==> src/rtl/uart_cmd_responder.sv <==
// Command responder on the fabric side of the UART: parses 0xA5-framed requests from
// the RX FIFO, runs ECHO/WRITE/READ against a small register file, answers with 0x5A frames.
module uart_cmd_responder #(
   parameter int FIFO_WIDTH = 8,
   parameter int MAX_LEN    = 16,
   parameter int REG_DEPTH  = 16
) (
   input  logic                  clk,
   input  logic                  rst,
   input  logic [FIFO_WIDTH-1:0] rx_rd_data,
   input  logic                  rx_valid,
   output logic                  rx_rd,
   output logic [FIFO_WIDTH-1:0] tx_wr_data,
   output logic                  tx_wr,
   input  logic                  tx_full,
   output logic                  busy,
   output logic                  frame_ok,
   output logic                  frame_err,
   output logic [2:0]            state_dbg
);

   // RX: a byte moves on every cycle with rx_valid && rx_rd; rx_valid low just holds state.
   // TX: tx_wr is raised only while tx_full is low, and each raised cycle moves one byte.

   localparam int IDX_W = $clog2(MAX_LEN + 1);
   localparam int PW    = (MAX_LEN > 1) ? $clog2(MAX_LEN) : 1;
   localparam int AW    = $clog2(REG_DEPTH);
   localparam logic [7:0] MAX_LEN_B = 8'(MAX_LEN);

   typedef logic [FIFO_WIDTH-1:0] byte_t;

   typedef enum logic [2:0] {
      S_SYNC = 3'd0,
      S_CMD  = 3'd1,
      S_LEN  = 3'd2,
      S_DATA = 3'd3,
      S_CHK  = 3'd4,
      S_EXEC = 3'd5,
      S_TX   = 3'd6
   } state_t;

   state_t state, state_nxt;

   byte_t            cmd_q;
   byte_t            len_q;
   byte_t            chk_q;
   byte_t            status_q;
   byte_t            rlen_q;
   byte_t            tx_chk_q;
   logic             chk_bad_q;
   logic [IDX_W-1:0] idx_q;
   logic [8:0]       pos_q;
   logic             frame_ok_q;
   logic             frame_err_q;
   byte_t            pay_q [2**PW];
   byte_t            reg_q [REG_DEPTH];

   logic             rx_fire;
   logic             data_last;
   logic             len_big;
   logic             cmd_known;
   logic             len_bad;
   byte_t            status_c;
   byte_t            rlen_c;
   logic             tx_last;
   logic [PW-1:0]    pay_idx;
   byte_t            tx_byte;

   assign rx_fire   = rx_valid && rx_rd;
   assign data_last = (({{(9-IDX_W){1'b0}}, idx_q} + 9'd1) == {1'b0, len_q});
   assign tx_last   = (pos_q == ({1'b0, rlen_q} + 9'd3));
   assign pay_idx   = PW'(pos_q - 9'd3);
   assign frame_ok  = frame_ok_q;
   assign frame_err = frame_err_q;
   assign state_dbg = state;

   // Status priority: oversize length, bad checksum, unknown command, wrong length.
   always_comb begin
      len_big   = (len_q > MAX_LEN_B);
      cmd_known = (cmd_q == 8'h01) || (cmd_q == 8'h02) || (cmd_q == 8'h03);
      len_bad   = ((cmd_q == 8'h02) && (len_q != 8'd2)) ||
                  ((cmd_q == 8'h03) && (len_q != 8'd1));
      status_c  = 8'h00;
      rlen_c    = 8'h00;
      if (len_big) begin
         status_c = 8'h03;
      end else if (chk_bad_q) begin
         status_c = 8'h01;
      end else if (!cmd_known) begin
         status_c = 8'h02;
      end else if (len_bad) begin
         status_c = 8'h04;
      end else begin
         case (cmd_q)
            8'h01:   rlen_c = len_q;
            8'h03:   rlen_c = 8'h01;
            default: rlen_c = 8'h00;
         endcase
      end
   end

   // Response byte at position pos_q: header, status, length, payload, checksum.
   always_comb begin
      tx_byte = 8'h00;
      if (pos_q == 9'd0) begin
         tx_byte = 8'h5A;
      end else if (pos_q == 9'd1) begin
         tx_byte = status_q;
      end else if (pos_q == 9'd2) begin
         tx_byte = rlen_q;
      end else if (tx_last) begin
         tx_byte = tx_chk_q;
      end else if (cmd_q == 8'h03) begin
         tx_byte = reg_q[pay_q[0][AW-1:0]];
      end else begin
         tx_byte = pay_q[pay_idx];
      end
   end

   always_ff @(posedge clk) begin
      if (rst) begin
         state <= S_SYNC;
      end else begin
         state <= state_nxt;
      end
   end

   always_comb begin
      state_nxt  = state;
      rx_rd      = 1'b0;
      busy       = 1'b1;
      tx_wr      = 1'b0;
      tx_wr_data = '0;
      case (state)
         S_SYNC: begin
            busy  = 1'b0;
            rx_rd = 1'b1;
            if (rx_valid && (rx_rd_data == 8'hA5)) state_nxt = S_CMD;
         end
         S_CMD: begin
            rx_rd = 1'b1;
            if (rx_valid) state_nxt = S_LEN;
         end
         S_LEN: begin
            rx_rd = 1'b1;
            if (rx_valid) begin
               if (rx_rd_data > MAX_LEN_B)     state_nxt = S_EXEC;
               else if (rx_rd_data == 8'h00)  state_nxt = S_CHK;
               else                           state_nxt = S_DATA;
            end
         end
         S_DATA: begin
            rx_rd = 1'b1;
            if (rx_valid && data_last) state_nxt = S_CHK;
         end
         S_CHK: begin
            rx_rd = 1'b1;
            if (rx_valid) state_nxt = S_EXEC;
         end
         S_EXEC: begin
            state_nxt = S_TX;
         end
         S_TX: begin
            tx_wr      = !tx_full;
            tx_wr_data = tx_byte;
            if (!tx_full && tx_last) state_nxt = S_SYNC;
         end
         default: state_nxt = S_SYNC;
      endcase
   end

   always_ff @(posedge clk) begin
      if (rst) begin
         cmd_q       <= '0;
         len_q       <= '0;
         chk_q       <= '0;
         status_q    <= '0;
         rlen_q      <= '0;
         tx_chk_q    <= '0;
         chk_bad_q   <= 1'b0;
         idx_q       <= '0;
         pos_q       <= '0;
         frame_ok_q  <= 1'b0;
         frame_err_q <= 1'b0;
         for (int i = 0; i < 2**PW; i++) pay_q[i] <= '0;
         for (int i = 0; i < REG_DEPTH; i++) reg_q[i] <= '0;
      end else begin
         frame_ok_q  <= 1'b0;
         frame_err_q <= 1'b0;
         case (state)
            S_CMD: begin
               if (rx_fire) begin
                  cmd_q     <= rx_rd_data;
                  chk_q     <= rx_rd_data;
                  chk_bad_q <= 1'b0;
               end
            end
            S_LEN: begin
               if (rx_fire) begin
                  len_q <= rx_rd_data;
                  chk_q <= chk_q ^ rx_rd_data;
                  idx_q <= '0;
               end
            end
            S_DATA: begin
               if (rx_fire) begin
                  pay_q[idx_q[PW-1:0]] <= rx_rd_data;
                  chk_q                <= chk_q ^ rx_rd_data;
                  idx_q                <= idx_q + 1'b1;
               end
            end
            S_CHK: begin
               if (rx_fire) chk_bad_q <= (rx_rd_data != chk_q);
            end
            S_EXEC: begin
               status_q <= status_c;
               rlen_q   <= rlen_c;
               pos_q    <= '0;
               tx_chk_q <= '0;
               if ((status_c == 8'h00) && (cmd_q == 8'h02)) begin
                  reg_q[pay_q[0][AW-1:0]] <= pay_q[1];
               end
            end
            S_TX: begin
               if (tx_wr) begin
                  pos_q <= pos_q + 9'd1;
                  // The running response checksum covers everything between header and RCHK.
                  if ((pos_q != 9'd0) && !tx_last) tx_chk_q <= tx_chk_q ^ tx_byte;
                  if (tx_last) begin
                     frame_ok_q  <= (status_q == 8'h00);
                     frame_err_q <= (status_q != 8'h00);
                  end
               end
            end
            default: begin
            end
         endcase
      end
   end

endmodule

==> config.mk <==
export PLATFORM = sky130hd
export DESIGN_NAME = uart_cmd_responder
export DESIGN_NICKNAME = d
export VERILOG_FILES = /design/src/rtl/uart_cmd_responder.sv
export SDC_FILE = /design/constraint.sdc
export NUM_CORES = 1
export LEC_CHECK = 0
export BUFFER_PORTS_ARGS = -buffer_cell sky130_fd_sc_hd__buf_4
export CAP_MARGIN = 20
export CORE_MARGIN = 2
export CORE_UTILIZATION = 55
export CTS_BUF_LIST = sky130_fd_sc_hd__clkbuf_16
export CTS_CLUSTER_SIZE = 25
export DETAILED_ROUTE_END_ITERATION = 10
export PLACE_DENSITY = 0.71
export REMOVE_ABC_BUFFERS = 1
export SETUP_SLACK_MARGIN = 0.3
export SLEW_MARGIN = 20
export SYNTH_ARGS = -nofsm -noshare
export SYNTH_HDL_FRONTEND = slang
export SYNTH_SLANG_ARGS = --single-unit
==> constraint.sdc <==
create_clock -name clk -period 4.6 [get_ports clk]
set_clock_uncertainty 0.2 [all_clocks]
set_input_delay 0.92 -clock clk [delete_from_list [all_inputs] [get_ports clk]]
set_output_delay 0.92 -clock clk [all_outputs]
set_load 0.01 [all_outputs]
==> run metrics <==
Buffers on Ports=27; Initial Utilization=~56%; Yosys Warn Count=0; most frequent cells in the layout=and2_1 (259), edfxtp_1 (256), nand2_1 (76); drt drc=0; vias in the first global route=around 9,700; VDD IR max=0.230 mV; Async SR Flop Fraction=0%; Worst Hold Depth=2; crit path launch type=flip-flop; Clock Path Buffers=3; Row Count=61; Final WS setup=approximately 360 ps; max_cap viols=0; Clock transition at path regs=around 60 ps; R2R Path Start=cmd_q[3]; Core ar.=27,900 µm²; minimum clock period=4240 ps; Syn-to-layout area delta=12.6%; status=completed; power density over cell area=roughly 350 nW/µm²; Pre-antenna DRT Iters=5; leakage power=roughly 6.3 nW; dpl ws=between 400 and 500 ps; worst-margin pin slew=roughly 900 ps; Critical path origin=rlen_q[0]; r2r setup slk=around 800 ps; clk_lat worst skew=520 ps; Critical Path Sink Type=primary output; CTS tree=done; CTS sink cnt=roughly 320; area occupied by multi-input gates=around 6400 µm²; Worst Setup EP=tx_wr_data[1]; Routed WL per cell=22.2 µm; H-tree depth=2; CTS root buf=clkbuf_16; register area share after synthesis=a little under three fifths; Mapped Cells=around 1,200; maximum fanout along the worst path=8; Routed WL=~37 mm; Tot GR Track Use=roughly a quarter; post-DR vias/cell=5.97; Mapped Area=between 15,000 and 20,000 µm²; die height=about 170 µm; diode count=0; Yosys reg bits=around 320; EDFF count, synth=about 260; initial antenna violation count=0; total power=between 6 and 7 mW; path type of the worst setup path=flip-flop to primary output; number of hold violations in the final report=0; Primary FF master, synth=edfxtp_1; Fillers=between 2,000 and 2,500; vias=about 10,000; Detailed Route Iter0 Violations=around 1,100; GRT Residual Overflow=0; fin. max-slew vios=0; Final nets=1,306; Critical Path RT=~3500 ps; pin count of the biggest net entering global routing=77; setup violators final=0; hpwl dp=between 20 and 25 mm; Antenna Violating Nets Remaining=0; slew margin rel.=between 40 and 50%; FF/Latch Area=around 9000 µm²; critical path arrival=approximately 3100 ps; Min-Delay Path Class=flip-flop to flip-flop; RSZ-0062 raised after global routing=true; GPL Wtd Cong=approximately 0.85; die width=between 150 and 200 µm; total CTS buffers=36; Post-Syn Area per Cell=roughly 13 µm²; num ports=28; first-pass GRT wire length=roughly 57 mm; layout cells sized above 1=roughly a fifth; R2R Path End=reg_q[13][7]; most common cell after layout, fill and taps aside=and2_1; Netlist cell types=around 70; f_max=0.236 GHz; R2R depth=8; Final period util=between 90% and 100%; total die area=about 30,000 µm²
logic make-up (layout without fill, tap and decap cells):
kind of cell	after synthesis	after routing	synth area share (%)
muxes	99	99	12.1
buffers and inverters	98	163	3.12
DFF	319	319	56.9
adders and majority gates	9	9	0.716
and+or+nand+nor	551	551	19.8
xor gates and xnor gates	39	39	2.22
AOI/OAI and AO/OA	129	129	5.20
synthesized netlist by cell type, types with 3 or more instances:
library cell / count / area [µm²]
xnor2_1: 29 / 254
nand2_1: 76 / 285
o21ai_0: 28 / 140
a211oi_1: 4 / 30.0
ha_1: 9 / 113
nor3_1: 21 / 105
nor4_1: 8 / 50.1
buf_6: 6 / 67.6
a22oi_1: 3 / 22.5
a22o_1: 4 / 35.0
nand4_1: 11 / 68.8
buf_2: 10 / 50.1
and2_2: 3 / 22.5
and3_1: 7 / 43.8
xor2_1: 9 / 78.8
o22ai_1: 4 / 25.0
nor2_1: 70 / 263
mux2i_1: 25 / 250
nor2b_1: 7 / 43.8
a31oi_1: 10 / 62.6
and2_1: 259 / 1620
buf_4: 4 / 30.0
o2111ai_1: 4 / 35.0
inv_1: 20 / 75.1
nand2b_1: 9 / 56.3
or4_1: 4 / 30.0
dfxtp_1: 63 / 1260
nand3b_1: 4 / 30.0
o31ai_1: 6 / 45.0
clkbuf_1: 52 / 195
mux4_2: 71 / 1600
nand3_1: 11 / 55.1
nor3b_1: 4 / 30.0
or3_1: 10 / 62.6
or2_2: 33 / 206
edfxtp_1: 256 / 7690
a21oi_1: 45 / 225
sequential cells by signal, summed over array words and instances, names as in the netlist:
name and cells:
frame_err 1, idx_q 5, pos_q 9, chk_bad_q 1, tx_chk_q 8, cmd_q 8
len_q 8, rlen_q 8, frame_ok 1, chk_q 8, reg_q 128, status_q 3
state_dbg 3, pay_q 128
how the worst min path moves through the flow:
stage / startpoint / to
after global placement: cmd_q[3] / cmd_q[3]
after detailed placement: cmd_q[7] / cmd_q[7]
after floorplan: cmd_q[6] / cmd_q[6]
after global routing: cmd_q[4] / cmd_q[4]
after CTS: cmd_q[7] / cmd_q[7]
final: cmd_q[7] / cmd_q[7]
worst max-delay path, stage by stage (launching register included):
cell	delay, ps
dfxtp_4	350
buf_12	130
or2_2	300
a311o_1	390
or3_4	420
or3_2	430
and3_1	200
o22ai_1	120
a21oi_1	110
buf_4	170
area by class of cell:
type | count | area share, %
clock buffer | 37 | 5.23
tap | 378 | 2.67
multi-input combinational | 827 | 36.0
clock inverter | 25 | 0.947
sequential | 319 | 50.7
timing repair buffer | 80 | 4.06
inverter | 21 | 0.445
metrics by stage:
step | cell area (µm²) | TNS, ps | utilization, % | hold WS, ps | cells
floorplan | 15300 | -5490 | - | 230 | 1167
global placement | 16300 | 0 | 58.3 | 242 | 1608
detailed placement | 16300 | 0 | 58.3 | 247 | 1608
CTS | 17500 | 0 | 62.6 | 255 | 1674
global route | 17700 | 0 | 63.4 | 283 | 1687
finish | 17700 | 0 | 63.4 | 257 | 1687
report_power, final:
group	internal (mW)	total, mW	switching [mW]	leakage (nW)
combinational	0.0958	0.246	0.151	2.68
sequential	3.19	3.24	0.0485	3.09
clock	1.57	2.69	1.13	0.554
repair_timing:
| item | CTS | global route |
|---|---|---|
| pin swaps | 3 | 12 |
| endpoints found under the setup margin | 8 | 8 |
| gates cloned | 0 | 1 |
| gates resized for setup | 19 | 29 |
| hold buffers | 0 | 0 |
| setup buffers | 4 | 12 |
per-layer routing:
metal	up-vias	share of wire (%)	GRT usage [%]
met1	5046	44	37.2
met2	359	46	37.7
met5	-	0	0
li1	4612	-	-
met4	0	2.0	7.10
met3	52	7.9	5.12
(Power assumes the default switching activity.)
